--- src/rtl/neuron_mac_seq.sv ---
`default_nettype none
// ============================================================================
// Module   : neuron_mac_seq
// Function : Sweeps a neuron's weight/activation BRAM pair, accumulates the
//            products, adds bias, optional ReLU, saturates to DATA_W.
// Revision : 1.0 - initial release
// ============================================================================
module neuron_mac_seq #(
  parameter int N_IN      = 28,
  parameter int ADDR_W    = 5,
  parameter int DATA_W    = 16,
  parameter int FRAC_BITS = 8,
  parameter int ACC_W     = 40,
  parameter int RELU      = 1
) (
  input  logic              CLK,
  input  logic              RST,
  input  logic              START,
  input  logic [DATA_W-1:0] BIAS,
  output logic [ADDR_W-1:0] RD_ADDR,
  output logic              RD_EN,
  input  logic [DATA_W-1:0] W_DO,
  input  logic [DATA_W-1:0] X_DO,
  output logic [DATA_W-1:0] RESULT,
  output logic              BUSY,
  output logic              DONE
);

  typedef enum logic [1:0] {
    S_IDLE  = 2'd0,
    S_RUN   = 2'd1,
    S_DRAIN = 2'd2,
    S_FINAL = 2'd3
  } state_t;

  localparam int c_last_issue = (N_IN > 1) ? (N_IN - 2) : 0;
  localparam logic signed [ACC_W-1:0] c_sat_max =
    {{(ACC_W-DATA_W+1){1'b0}}, {(DATA_W-1){1'b1}}};
  localparam logic signed [ACC_W-1:0] c_sat_min =
    {{(ACC_W-DATA_W+1){1'b1}}, {(DATA_W-1){1'b0}}};

  state_t                     r_state;
  state_t                     w_next;
  logic        [ADDR_W-1:0]   r_rd_addr;
  logic                       r_rd_en;
  logic        [DATA_W-1:0]   r_bias;
  logic signed [ACC_W-1:0]    r_acc;
  logic        [DATA_W-1:0]   r_result;
  logic                       r_busy;
  logic                       r_done;

  logic signed [2*DATA_W-1:0] w_prod;
  logic signed [ACC_W-1:0]    w_prod_ext;
  logic signed [ACC_W-1:0]    w_bias_ext;
  logic signed [ACC_W-1:0]    w_sum;
  logic signed [ACC_W-1:0]    w_scaled;
  logic signed [ACC_W-1:0]    w_relu;
  logic        [DATA_W-1:0]   w_sat;
  logic                       w_last_issue;

  assign w_prod       = $signed(W_DO) * $signed(X_DO);
  assign w_prod_ext   = {{(ACC_W-2*DATA_W){w_prod[2*DATA_W-1]}}, w_prod};
  // Bias is aligned to the product's 2*FRAC_BITS fraction before the final shift.
  assign w_bias_ext   = {{(ACC_W-DATA_W-FRAC_BITS){r_bias[DATA_W-1]}}, r_bias, {FRAC_BITS{1'b0}}};
  assign w_sum        = r_acc + w_bias_ext;
  assign w_scaled     = w_sum >>> FRAC_BITS;
  assign w_relu       = ((RELU != 0) && w_scaled[ACC_W-1]) ? '0 : w_scaled;
  assign w_last_issue = (int'(r_rd_addr) == c_last_issue);

  always_comb begin
    w_sat = w_relu[DATA_W-1:0];
    if (w_relu > c_sat_max) begin
      w_sat = c_sat_max[DATA_W-1:0];
    end else if (w_relu < c_sat_min) begin
      w_sat = c_sat_min[DATA_W-1:0];
    end
  end

  always_ff @(posedge CLK or posedge RST) begin
    if (RST) begin
      r_state <= S_IDLE;
    end else begin
      r_state <= w_next;
    end
  end

  always_comb begin
    w_next = r_state;
    case (r_state)
      S_IDLE:  if (START) w_next = (N_IN == 1) ? S_DRAIN : S_RUN;
      S_RUN:   if (w_last_issue) w_next = S_DRAIN;
      S_DRAIN: w_next = S_FINAL;
      S_FINAL: w_next = S_IDLE;
      default: w_next = S_IDLE;
    endcase
  end

  // Each RUN/DRAIN edge consumes the data for the address issued one edge earlier.
  always_ff @(posedge CLK or posedge RST) begin
    if (RST) begin
      r_rd_addr <= '0;
      r_rd_en   <= 1'b0;
      r_bias    <= '0;
      r_acc     <= '0;
      r_result  <= '0;
      r_busy    <= 1'b0;
      r_done    <= 1'b0;
    end else begin
      r_done <= 1'b0;
      case (r_state)
        S_IDLE: begin
          if (START) begin
            r_bias    <= BIAS;
            r_acc     <= '0;
            r_rd_addr <= '0;
            r_rd_en   <= 1'b1;
            r_busy    <= 1'b1;
          end
        end
        S_RUN: begin
          r_acc     <= r_acc + w_prod_ext;
          r_rd_addr <= r_rd_addr + ADDR_W'(1);
        end
        S_DRAIN: begin
          r_acc     <= r_acc + w_prod_ext;
          r_rd_en   <= 1'b0;
          r_rd_addr <= '0;
        end
        S_FINAL: begin
          r_result <= w_sat;
          r_done   <= 1'b1;
          r_busy   <= 1'b0;
        end
        default: ;
      endcase
    end
  end

  assign RD_ADDR = r_rd_addr;
  assign RD_EN   = r_rd_en;
  assign RESULT  = r_result;
  assign BUSY    = r_busy;
  assign DONE    = r_done;

endmodule
`default_nettype wire
--- config.mk ---
export PLATFORM = sky130hd
export DESIGN_NAME = neuron_mac_seq
export DESIGN_NICKNAME = d
export VERILOG_FILES = /design/src/rtl/neuron_mac_seq.sv
export SDC_FILE = /design/constraint.sdc
export NUM_CORES = 1
export LEC_CHECK = 0
export CAP_MARGIN = 20
export CELL_PAD_IN_SITES_DETAIL_PLACEMENT = 1
export CELL_PAD_IN_SITES_GLOBAL_PLACEMENT = 1
export CORE_MARGIN = 2
export CORE_UTILIZATION = 40
export DETAILED_ROUTE_END_ITERATION = 10
export PLACE_DENSITY_LB_ADDON = 0.1
export SLEW_MARGIN = 10
export SYNTH_ARGS = -nofsm -noshare
export SYNTH_HDL_FRONTEND = slang
export SYNTH_SLANG_ARGS = --single-unit
--- constraint.sdc ---
create_clock -name CLK -period 9.1 [get_ports CLK]
set_input_delay 1.365 -clock CLK [delete_from_list [all_inputs] [get_ports CLK]]
set_output_delay 1.365 -clock CLK [all_outputs]
set_load 0.01 [all_outputs]
; ---- After elaboration in Yosys (flattened, before gate mapping)
; Cells that the tools add are included.
[word_totals]
ff_bits = 82
latchBits = 0
mem_bits_rw = 0
romBits = 0
inputBits = 51
out_inout_bits = 24
word_cells = 46
mem_count = 0
[op_classes]
add_sub_neg = 3
n_mul = 1
div = 0
magnitude_cmp = 2
n_eq_ne = 6
shift = 0
muxes = 14
n_bitwise = 0
n_reduce_logical = 12
[op_table]
columns = cell, n
row1 = case mux 40 bit (2 select lines), 1
row2 = adder 40 x 24 -> 40 bit, 1
row3 = adder 40 x 32 -> 40 bit, 1
row4 = two-way mux 40 bit, 1
row5 = < comparator 32 x 16 -> 1 bit (second input constant), 1
row6 = multiplier 16 x 16 -> 32 bit, 1
row7 = two-way mux 16 bit, 2
row8 = greater-than comparator 31 x 15 -> 1 bit (second input constant), 1
row9 = two-way mux 31 bit, 1
row10 = case mux 5 bit (3 select lines), 1
row11 = AND reduction 2 bit, 6
row12 = case mux 2 bit (4 select lines), 1
row13 = nonzero test 2 bit, 3
row14 = adder 5 x 1 -> 5 bit (second input constant), 1
row15 = equality test 5 x 4 -> 1 bit (second input constant), 1
row16 = two-way mux 5 bit, 1
row17 = equality test 2 bit (second input constant), 2
row18 = two-way mux 2 bit, 2
row19 = != test 2 bit (second input constant), 2
row20 = case mux 1 bit (2 select lines), 2
row21 = nonzero test 3 bit, 1
row22 = equality test 2 x 1 -> 1 bit (second input constant), 1
row23 = zero test 2 bit, 1
row24 = two-way mux 1 bit, 2
row25 = OR reduction 2 bit, 1

; ---- Longest topological paths before layout
[depth]
word_depth = 5
mapped_depth = 24

; ---- Least setup slack after synthesis
; Ideal clock, no wire load.
[synth_timing]
path_type = input to register
startpoint = input X_DO[1]
endpoint = register r_acc[38]
arrival_ns = 7.207
slack_ns = 1.766
stages = 23
path_cell_list = clkbuf_1 -> nand2_1 -> inv_1 -> fa_1 -> fa_1 -> inv_1 -> fa_1 -> inv_1 -> fa_1 -> fa_1 -> inv_1 -> fa_1 -> inv_1 -> ha_1 -> a21oi_1 -> o211ai_1 -> nor4bb_1 -> o2bb2ai_1 -> a41oi_2 -> a21oi_1 -> a31o_2 -> a21oi_1 -> mux2_1
[synth_via]
elab_chain_cells = 3
[synth_rtl]
columns = element, line
row1 = "start, declared", 23  ; input logic [DATA_W-1:0] X_DO,
row2 = multiplier 16 x 16 -> 32 bit, 61  ; assign w_prod = $signed(W_DO) * $signed(X_DO);
row3 = adder 40 x 32 -> 40 bit, "121, 125"
row4 = case mux 40 bit (2 select lines), 110  ; case (r_state)
row5 = "end signal, assigned", 121  ; r_acc <= r_acc + w_prod_ext;
row6 = "end signal, assigned", 125  ; r_acc <= r_acc + w_prod_ext;
row7 = "end, declared", 47  ; logic signed [ACC_W-1:0] r_acc;
; No other way between the ends.
; A chain may end at the register's enable or synchronous reset.

; ---- Worst setup path after layout
[layout_timing]
startpoint = input W_DO[5]
endpoint = register r_acc[38]
[layout_via]
elab_chain_cells = 3
[layout_rtl]
columns = element, line
row1 = "start, declared", 22  ; input logic [DATA_W-1:0] W_DO,
row2 = multiplier 16 x 16 -> 32 bit, 61
row3 = adder 40 x 32 -> 40 bit, "121, 125"
row4 = case mux 40 bit (2 select lines), 110
; No other way between the ends.

==> impl_metrics.ini <==
[run_status]
outcome = completed

[logic_synthesis]
yosysSeqAreaShare_pct = 11.7
ys_seq_elements = 82
syn_avg_cell_area_um2 = 9.40
syn_area_um2 = 17500
synth_cell_type_count = 79
ys_warn_count = 0
synthFlopType = dfrtp_1
synth_async_sr_flop_share_pct = 100
synth_edf_count = 0
syn_nets = 2395
synthCells = 1861

[routing]
viasPerCell = 5.04
dr.pass1.iters = 4
wl_per_cell_um = 17.7
ant_nets = 0
drt_drc_violations_left = 0
drt_iter0_drc = 505
wl_um = 44300
vias = 12600

[worst_setup_path]
cp_data_required_time_ps = 9330
ff2ff_path_depth = 17
worst-r2r-setup-slack_ps = 3280
worstSetupPathType = input port to flip-flop
start_kind = input port
end_kind = flip-flop
cp_data_arrival_time_ps = 8550
cp_max_fo = 16

[floorplanning]
die-area_um2 = 45400
boundaryPins = 75
die_x_um = 213
num_rows = 76
die_h_um = 213
start_util_pct = 40.5
core-area_um2 = 43200

[placement]
placed_cells = 2487
gp_congestion = 0.815
numPortBuffers = 74
dp_hpwl_um = 38500
post-place-ws_ps = 461

[global_route]
grt_max_degree = 62
grt_pass1_vias = 14200
overflow = 0
grt_use_total_pct = 20.8
grt_pass1_wl_um = 73900
grt_antenna_before_repair = 1

[sta]
hold_viol = 0
worst_slack_ps = 778
slew_headroom_pct = 39.6
tightestPinTransition_ps = 892
maxSlewViolCount = 0
setup_tns_ps = 0
post-route-period-util_pct = 91.4
rsz0062_at_grt = false
fin_worst_skew_ps = 13.8
setup_viol = 0
fin_crit_ps = 8320
max_freq_mhz = 120

[finish]
antenna_cells = 0
final_cells = 2504
areaGrowthSynthToFinish_pct = 9.54
drive_above_1_share_pct = 5.94
num-nets-final = 2448
fill_cells = 5009

[clock_tree]
cts_root_buf = clkbuf_16
cts_max_path_buffers = 2
numCtsBuffers = 9
cts_hold_buf = 0
postCtsResizedCells = 0
tritoncts = built
postCtsSetupRepairBufs = 0
h-tree-depth = 3
clkLatencyLatePin_ps = 360
clk_pin_slew_ps = 70
clock-sinks = 82

[job]
cap_violations = 0

[hold_path]
worstHoldPathType = flip-flop to flip-flop
hold_depth = 1
==> worst paths after layout <==
path	start	endpoint
worst max-delay path	W_DO[5]	r_acc[38]
worst min-delay path	r_acc[0]	r_acc[0]
worst max register to register	r_acc[9]	r_acc[38]
worst min register to register	r_acc[0]	r_acc[0]
max in group asynchronous	RST	r_acc[16]
min in group asynchronous	RST	r_acc[36]
==> per-layer routing <==
layer | vias to the layer above | wire (µm) | part of all wire (%) | GRT usage [%]
met4 | 0 | 397 | 0.90 | 2.37
met3 | 24 | 766 | 1.7 | 1.81
li1 | 5894 | - | - | -
met5 | - | 0 | 0 | 0
met1 | 6624 | 18800 | 42 | 26.2
met2 | 88 | 24400 | 55 | 39.6
==> cell usage after synthesis (all sizes together) (2+ instances only) <==
cell     count  area share [%]
o31ai        4            0.25
and3         4            0.16
a41oi        3            0.34
a31oi       24             1.1
nand3       18            0.51
nor2b       10            0.36
o211ai      22             1.3
inv        426             9.1
nor2        38            0.83
nor3        10            0.29
buf         11            0.59
nand2      201             4.3
mux2i        5            0.29
o2111ai      3            0.19
nand2b      13            0.46
fa         331              38
o21ai       73             2.1
o21bai      10            0.43
and3b        2            0.10
nand4       10            0.36
xor2        29             1.5
a21boi       2           0.086
clkbuf      49             1.2
xnor2       32             1.6
nor3b        3            0.13
o311a        2            0.19
a2111o       2            0.13
mux2        18             1.2
a31o         4            0.20
a22o         8            0.40
or3          4            0.14
and2       117             4.2
a21o        35             1.5
a211oi      10            0.49
ha         152              11
dfrtp       82              12
nor4         2            0.16
o21a         7            0.30
a2111oi      4            0.20
a21oi       64             2.0
==> critical path: stages <==
cell	delay (ps)
clkdlybuf4s50_1	960
nand2_1	200
fa_1	580
inv_1	50
fa_1	500
inv_1	50
fa_1	470
inv_1	50
fa_1	540
fa_1	560
inv_1	50
fa_1	530
inv_1	40
ha_1	330
o21ai_0	130
o21ai_0	460
nor4bb_1	330
o2bb2ai_1	280
a41oi_2	190
a21oi_1	250
a31o_2	210
a21oi_1	70
mux2_1	320
==> layout make-up <==
| cell class | count | area [µm²] | area share (%) |
|---|---|---|---|
| multi-input cells | 1293 | 13500 | 70.6 |
| flip-flops and latches | 82 | 2050 | 10.7 |
| inverters | 426 | 1600 | 8.35 |
| repair buffers | 102 | 955 | 4.98 |
| well taps | 585 | 732 | 3.82 |
| clock buffers | 9 | 225 | 1.17 |
| clock inverters | 7 | 65.1 | 0.339 |
==> metrics by stage <==
| stage | instance area (µm²) | hold slack, ps | utilization (%) |
|---|---|---|---|
| 6_report | 19200 | 514 | 44.4 |
| 3_5_place_dp | 18900 | 505 | 43.7 |
| 4_1_cts | 19200 | 519 | 44.4 |
| 3_3_place_gp | 18900 | 478 | 43.7 |
| 2_1_floorplan | 17500 | 455 | - |
| 5_1_grt | 19200 | 541 | 44.4 |
==> flip-flops by register name, summed over array words and instances, names as in the netlist <==
signal and cells:
DONE 1, BUSY 1, r_state 2, RD_EN 1, RD_ADDR 5, RESULT 16, r_acc 40, r_bias 16
==> logic make-up (layout without fill, tap and decap cells) <==
kind of cell               Yosys count  count (layout)  share of synthesized area, %
AOI/OAI and AO/OA                  286             286                          11.7
xor gates and xnor gates            61              61                          3.05
adders and majority gates          483             483                          48.7
and+or+nand+nor                    440             440                          12.4
DFF                                 82              82                          11.7
buffers and inverters              486             544                          11.0
muxes                               23              23                          1.44
==> layout by cell type, fill, tap and decap left out, types with 3 or more instances in the layout <==
master,netlist,layout
a31o_2,4,4
a31oi_2,8,8
a211oi_1,8,8
o21a_1,7,7
o21ai_1,6,6
o31ai_1,3,3
a21oi_2,6,6
buf_4,1,27
xor2_1,29,29
and2_2,3,3
o211ai_2,11,11
nand2b_1,13,13
dfrtp_1,82,82
a31oi_1,16,16
clkdlybuf4s50_1,0,74
inv_6,0,4
fa_1,331,331
a21o_1,33,33
o21bai_1,10,10
nor3_1,10,10
inv_1,426,425
o21ai_0,66,66
nand3_1,18,18
nor2_1,37,37
a2111oi_0,4,4
nand4_1,10,10
nor3b_1,3,3
a21oi_1,58,58
o211ai_1,11,11
nor2b_1,10,10
mux2_2,17,17
ha_1,152,152
nand2_1,201,201
and2_1,114,114
xnor2_1,32,32
a22o_1,8,8
or3_1,4,4
clkbuf_16,0,9
mux2i_1,5,4
Power is not shown: default switching activity piles up to over one toggle a cycle in this logic, so the estimate is an artifact.
